===== src/rtl/lsu_ctrl.sv =====
// lsu_ctrl: single-outstanding load/store unit controller.
// Accepts one core request at a time and issues a single word-aligned memory
// access with byte enables and lane-replicated store data. Load data is
// aligned and sign/zero-extended. Grant and read-data waits are bounded by
// TIMEOUT_CYCLES; on expiry the core gets an error response.
//
// Ports
//   clk, rst         : clock (rising edge), synchronous active-high reset
//   req_*            : core request (valid/ready, we, addr, wdata, accessmode, extendmode)
//   resp_*           : one-cycle response (valid, rdata, err)
//   mem_*            : memory request (req/gnt handshake, we, addr, wdata, be, rvalid, rdata)
//
// Build option
//   LSU_MISALIGN_TRAP_EN : when defined, misaligned half/word accesses skip
//                          memory and return resp_err. When undefined, the
//                          offending low address bits are ignored.
module lsu_ctrl #(
    parameter int unsigned TIMEOUT_CYCLES = 255
) (
    input  logic        clk,
    input  logic        rst,
    input  logic        req_valid,
    output logic        req_ready,
    input  logic        req_we,
    input  logic [31:0] req_addr,
    input  logic [31:0] req_wdata,
    input  logic [1:0]  req_accessmode,
    input  logic        req_extendmode,
    output logic        resp_valid,
    output logic [31:0] resp_rdata,
    output logic        resp_err,
    output logic        mem_req,
    output logic        mem_we,
    output logic [31:0] mem_addr,
    output logic [31:0] mem_wdata,
    output logic [3:0]  mem_be,
    input  logic        mem_gnt,
    input  logic        mem_rvalid,
    input  logic [31:0] mem_rdata
);

    localparam int unsigned CNT_W = (TIMEOUT_CYCLES < 2) ? 1 : $clog2(TIMEOUT_CYCLES);
    localparam logic [CNT_W-1:0] CNT_LAST = CNT_W'(TIMEOUT_CYCLES - 1);

    localparam logic [1:0] MODE_BYTE = 2'b00;
    localparam logic [1:0] MODE_HALF = 2'b01;
    localparam logic [1:0] MODE_WORD = 2'b10;

    typedef enum logic [1:0] {IDLE, REQ, WAIT, RESP} state_e;

    state_e      state_q, state_d;
    logic [CNT_W-1:0] cnt_q, cnt_d;
    logic [1:0]  off_q, off_d;
    logic [1:0]  mode_q, mode_d;
    logic        ext_q, ext_d;
    logic        req_ready_q, req_ready_d;
    logic        mem_req_q, mem_req_d;
    logic        mem_we_q, mem_we_d;
    logic [31:0] mem_addr_q, mem_addr_d;
    logic [31:0] mem_wdata_q, mem_wdata_d;
    logic [3:0]  mem_be_q, mem_be_d;
    logic        resp_valid_q, resp_valid_d;
    logic [31:0] resp_rdata_q, resp_rdata_d;
    logic        resp_err_q, resp_err_d;

    // Request decode: effective lane offset, byte enables, replicated store data
    logic [1:0]  eff_off_c;
    logic [3:0]  be_c;
    logic [31:0] wdata_c;
    logic        illegal_c;
    logic        misalign_c;

    always_comb begin
        eff_off_c  = 2'b00;
        be_c       = 4'b1111;
        wdata_c    = req_wdata;
        illegal_c  = 1'b0;
        misalign_c = 1'b0;
        case (req_accessmode)
            MODE_BYTE: begin
                eff_off_c = req_addr[1:0];
                be_c      = 4'b0001 << eff_off_c;
                wdata_c   = {4{req_wdata[7:0]}};
            end
            MODE_HALF: begin
                eff_off_c  = {req_addr[1], 1'b0};
                be_c       = 4'b0011 << eff_off_c;
                wdata_c    = {2{req_wdata[15:0]}};
                misalign_c = req_addr[0];
            end
            MODE_WORD: begin
                misalign_c = (req_addr[1:0] != 2'b00);
            end
            default: illegal_c = 1'b1;
        endcase
    end

    // Load alignment and extension
    logic [31:0] shifted_c;
    logic [31:0] load_c;

    always_comb begin
        shifted_c = mem_rdata >> {off_q, 3'b000};
        case (mode_q)
            MODE_BYTE: load_c = ext_q ? {{24{shifted_c[7]}}, shifted_c[7:0]}
                                      : {24'h0, shifted_c[7:0]};
            MODE_HALF: load_c = ext_q ? {{16{shifted_c[15]}}, shifted_c[15:0]}
                                      : {16'h0, shifted_c[15:0]};
            default:   load_c = shifted_c;
        endcase
    end

    logic trap_c;
`ifdef LSU_MISALIGN_TRAP_EN
    assign trap_c = illegal_c | misalign_c;
`else
    assign trap_c = illegal_c;
    logic unused_misalign_c;
    assign unused_misalign_c = misalign_c;
`endif

    // Next-state and registered-output logic
    always_comb begin
        state_d      = state_q;
        cnt_d        = cnt_q;
        off_d        = off_q;
        mode_d       = mode_q;
        ext_d        = ext_q;
        mem_we_d     = mem_we_q;
        mem_addr_d   = mem_addr_q;
        mem_wdata_d  = mem_wdata_q;
        mem_be_d     = mem_be_q;
        resp_rdata_d = resp_rdata_q;
        resp_err_d   = resp_err_q;

        case (state_q)
            IDLE: begin
                if (req_valid && req_ready_q) begin
                    off_d        = eff_off_c;
                    mode_d       = req_accessmode;
                    ext_d        = req_extendmode;
                    mem_we_d     = req_we;
                    mem_addr_d   = {req_addr[31:2], 2'b00};
                    mem_be_d     = be_c;
                    mem_wdata_d  = wdata_c;
                    resp_rdata_d = 32'h0;
                    resp_err_d   = trap_c;
                    cnt_d        = '0;
                    state_d      = trap_c ? RESP : REQ;
                end
            end
            REQ: begin
                // Grant wins over a coinciding timeout
                if (mem_gnt) begin
                    cnt_d   = '0;
                    state_d = mem_we_q ? RESP : WAIT;
                end else if (cnt_q == CNT_LAST) begin
                    resp_err_d = 1'b1;
                    state_d    = RESP;
                end else begin
                    cnt_d = cnt_q + CNT_W'(1);
                end
            end
            WAIT: begin
                if (mem_rvalid) begin
                    resp_rdata_d = load_c;
                    state_d      = RESP;
                end else if (cnt_q == CNT_LAST) begin
                    resp_err_d = 1'b1;
                    state_d    = RESP;
                end else begin
                    cnt_d = cnt_q + CNT_W'(1);
                end
            end
            RESP: begin
                resp_rdata_d = 32'h0;
                resp_err_d   = 1'b0;
                state_d      = IDLE;
            end
            default: state_d = IDLE;
        endcase

        req_ready_d  = (state_d == IDLE);
        mem_req_d    = (state_d == REQ);
        resp_valid_d = (state_d == RESP);
    end

    always_ff @(posedge clk) begin
        if (rst) begin
            state_q      <= IDLE;
            cnt_q        <= '0;
            off_q        <= 2'b00;
            mode_q       <= 2'b00;
            ext_q        <= 1'b0;
            req_ready_q  <= 1'b1;
            mem_req_q    <= 1'b0;
            mem_we_q     <= 1'b0;
            mem_addr_q   <= 32'h0;
            mem_wdata_q  <= 32'h0;
            mem_be_q     <= 4'h0;
            resp_valid_q <= 1'b0;
            resp_rdata_q <= 32'h0;
            resp_err_q   <= 1'b0;
        end else begin
            state_q      <= state_d;
            cnt_q        <= cnt_d;
            off_q        <= off_d;
            mode_q       <= mode_d;
            ext_q        <= ext_d;
            req_ready_q  <= req_ready_d;
            mem_req_q    <= mem_req_d;
            mem_we_q     <= mem_we_d;
            mem_addr_q   <= mem_addr_d;
            mem_wdata_q  <= mem_wdata_d;
            mem_be_q     <= mem_be_d;
            resp_valid_q <= resp_valid_d;
            resp_rdata_q <= resp_rdata_d;
            resp_err_q   <= resp_err_d;
        end
    end

    assign req_ready  = req_ready_q;
    assign mem_req    = mem_req_q;
    assign mem_we     = mem_we_q;
    assign mem_addr   = mem_addr_q;
    assign mem_wdata  = mem_wdata_q;
    assign mem_be     = mem_be_q;
    assign resp_valid = resp_valid_q;
    assign resp_rdata = resp_rdata_q;
    assign resp_err   = resp_err_q;

endmodule

===== config.mk =====
export PLATFORM = sky130hd
export DESIGN_NAME = lsu_ctrl
export DESIGN_NICKNAME = d
export VERILOG_FILES = /design/src/rtl/lsu_ctrl.sv
export SDC_FILE = /design/constraint.sdc
export NUM_CORES = 1
export LEC_CHECK = 0
export ABC_AREA = 1
export CAP_MARGIN = 20
export CORE_ASPECT_RATIO = 2
export CORE_UTILIZATION = 50
export CTS_CLUSTER_SIZE = 8
export DETAILED_ROUTE_END_ITERATION = 10
export DONT_BUFFER_PORTS = 1
export MAX_ROUTING_LAYER = met4
export SLEW_MARGIN = 10
export SYNTH_ARGS = -nofsm -noshare
export SYNTH_HDL_FRONTEND = slang
export SYNTH_SLANG_ARGS = --single-unit

===== constraint.sdc =====
create_clock -name clk -period 4.11 [get_ports clk]
set_input_delay 0.822 -clock clk [delete_from_list [all_inputs] [get_ports clk]]
set_output_delay 0.822 -clock clk [all_outputs]
set_load 0.05 [all_outputs]

==> results.md <==
* Startpoint types: register
* Die W at 77.1 µm
* Cell row count at 54
* Grt ovf at 0
* CP required at 4.40 ns
* Switching fraction of total power at 45.4%
* Mapped cell area at 0.00564 mm²
* Unique cell type count in the Yosys netlist at 38
* Post-Syn Instances at 795
* First-pass GRT wire length at 24,300 µm
* DP HPWL at 11,200 µm
* Worst-Skew Late Latency at 0.41 ns
* Placed cells at 883
* Post-synth top cells: 254 x nand2_1, 118 x a21oi_1, 118 x dfxtp_1
* Hold Path Stages at 1
* Post_cts resized at 0
* Placement Cell Area at 0.00550 mm²
* Clock skew at 0.0110 ns
* Fin Hold WS at 0.493 ns
* Ports at 210
* Peak VDD IR at 460 µV
* Yosys synthesis warning count at 0
* Final worst slack at 1.87 ns
* Crit path from: off_q[0]$_SDFFE_PP0P_
* H-tree depth at 4
* Crit Reg-Reg Endpoint: resp_rdata[26]$_SDFFE_PP0P_
* Final setup viols at 0
* HP Class: in -> reg
* Place WS at 1.79 ns
* Final Non-Filler Cells at 915
* Largest net degree at the start of global routing at 103
* Synth top area cells: dfxtp_1 42%, nand2_1 17%, a21oi_1 10%
* P_int at 2.60 mW
* DRC at 0
* Tot Pwr at 4.76 mW
* CP max FO at 41
* R2R cell count at 7
* CP peak stage delay at 0.95 ns
* Crit path kind: reg -> reg
* Ant. Diodes at 0
* TritonCTS clock tree: yes
* Post-CTS Setup Bufs at 0
* Starting Density at 51.5%
* Hold Path End: resp_rdata[14]$_SDFFE_PP0P_
* Leakage at 2.44 nW
* Crit path capture type: register
* DR iter-0 viols at 230
* Hold wc startpoint: rst
* Status: complete, no violations
* Most numerous cell in the Yosys netlist: nand2_1
* Buffer and inverter count on the worst path at 1
* Hold_buf cts at 0
* CP arrival at 2.54 ns
* Largest area contributor in the netlist: dfxtp_1
* Number of max-cap violations at 0
* Unrepaired setup endpoints after global routing: false
* Setup TNS at 0 ns
* Via density at 5.56
* DRT antenna net count at 0
* Root Driver: clkbuf_16
* Critical path cell sequence: inv_6 -> nand2_1 -> nand3_2 -> nand3_4 -> nand3_4 -> nand2_2 -> a21oi_2
* Clock Tree Buf Depth at 2
* Clk slew on worst S/H paths at 0.06 ns
* Die height at 152 µm
* DR WL/cell at 17.1 µm
* Sequential share of power at 46.7%
* Main flop type after synthesis: dfxtp_1
* Final instance area at 0.00608 mm²
* Full die area at 0.0117 mm²
* Top delay family on crit path: flip-flops
* Gate power share at 23.4%
* Number of synthesized flops with an enable pin at 0
* Number of CTS-inserted buffers at 17
* Syn avg cell area at 7.09 µm²
* Register area share after synthesis at 41.9%
* Synthesis-stage register bit count at 118
* Total track usage at 27.2%
* Clock Sinks at 118
* Util after Layout at 55.5%
* PwrDens at 784 mW/mm²
* Total Wirelength at 15,600 µm
* GP Congestion at 0.911
* Part of the power in the clock network at 29.9%
* Share of the synthesized area in the top cell type at 41.9%
* Initial antenna violation count at 0
* Final Hold Viols at 0
* Min cycle time layout at 2.24 ns
* Worst-Margin Slew at 0.966 ns
* RR Startpoint: off_q[0]$_SDFFE_PP0P_
* CP max stage cell: dfxtp_1
* Vias in the first global route at 4,936
* Pre-antenna DRT Iters at 6
* Layout cell share with drive strength beyond 1 at 10.3%
* Port bufs at 0
* Fin nets at 875
* Area Overhead vs Synth at 7.72%
* Max Slew Vio Count at 0
* Asr flop ratio synth at 0%
* Switch Pwr at 2.16 mW
* Worst R2R Setup Slack at 1.87 ns
* Critical path's most frequent cell: nand3_4
* Fmax at 446 MHz
* Fillers at 1,100
* Slew HR at 35.5%
* Total number of vias at 5,090
* Final worst path period share at 54.6%
* Placeable Area at 0.0109 mm²
==> worst register-to-register path, cell delays in order, from the launching register on <==
cell	delay, ns
dfxtp_1	0.95
inv_6	0.26
nand2_1	0.17
nand3_2	0.11
nand3_4	0.20
nand3_4	0.23
nand2_2	0.15
a21oi_2	0.06
==> worst max-delay path by stage <==
stage / endpoint / slack [ns] / depth (start not counted)
after floorplan: resp_rdata[23]$_SDFFE_PP0P_ / 2.34 / 7
after global placement: resp_rdata[25]$_SDFFE_PP0P_ / 1.87 / 5
after detailed placement: resp_rdata[23]$_SDFFE_PP0P_ / 1.79 / 5
after CTS: resp_rdata[23]$_SDFFE_PP0P_ / 1.85 / 7
after global routing: resp_rdata[17]$_SDFFE_PP0P_ / 1.71 / 7
final: resp_rdata[26]$_SDFFE_PP0P_ / 1.87 / 7
==> logic make-up after synthesis <==
| group | Yosys count | share of synthesized area, % |
|---|---|---|
| and+or+nand+nor | 353 | 26.8 |
| AOI/OAI and AO/OA | 205 | 19.8 |
| DFF | 118 | 41.9 |
| buffers and inverters | 110 | 9.74 |
| adders and majority gates | 7 | 1.55 |
| xor gates and xnor gates | 1 | 0.155 |
| other | 1 | 0.0665 |
==> layout make-up <==
| cell class | instances | area [µm²] | share of cell area, % |
|---|---|---|---|
| tap | 140 | 175 | 2.88 |
| sequential | 118 | 2360 | 38.9 |
| timing repair buffer | 2 | 22.5 | 0.371 |
| inverter | 56 | 220 | 3.62 |
| multi-input combinational | 568 | 2730 | 45.0 |
| clock buffer | 19 | 433 | 7.13 |
| clock inverter | 12 | 130 | 2.14 |
==> power by group through the flow <==
stage	clock network, mW	logic, mW	registers, mW
after detailed placement	0	1.09	2.25
after floorplan	0	1.04	2.15
after global placement	0	1.07	2.25
after global routing	1.50	1.27	2.25
final	1.42	1.11	2.23
after CTS	1.45	1.10	2.23
==> state kept, by name (all words and copies together) (netlist names), 2 cells and up <==
signal      count
resp_rdata     32
mem_be          4
mem_addr       30
off_q           2
state_q         2
mem_wdata      32
mode_q          2
cnt_q           8
==> per-layer routing <==
metal | routed length, µm | track usage [%] | up-vias
met5 | 0 | - | -
met4 | 918 | 18.1 | 0
met3 | 1120 | 7.01 | 51
met2 | 8220 | 48.3 | 224
met1 | 5360 | 25.1 | 2292
li1 | - | - | 2523
==> placed cells by master (no fill, tap or decap), types with 2 or more instances in the layout <==
cell type,count
nand3_2,4
inv_2,9
o21ai_1,33
o211ai_1,9
nand3_4,2
a21oi_1,118
nor2_2,3
nand2_2,16
ha_1,7
inv_6,3
clkinv_2,4
a21oi_2,10
nor2_4,2
conb_1,2
nor3_1,2
nand2_1,254
a211oi_1,3
inv_1,44
nand3b_1,2
clkinv_4,3
nand3_1,39
dfxtp_1,118
clkinvlp_4,2
a31oi_1,9
nor2_1,26
bufinv_16,2
clkbuf_1,2
o21ai_0,14
o22ai_1,8
clkbuf_16,17
Note: power is estimated with default switching activity, not from simulation.
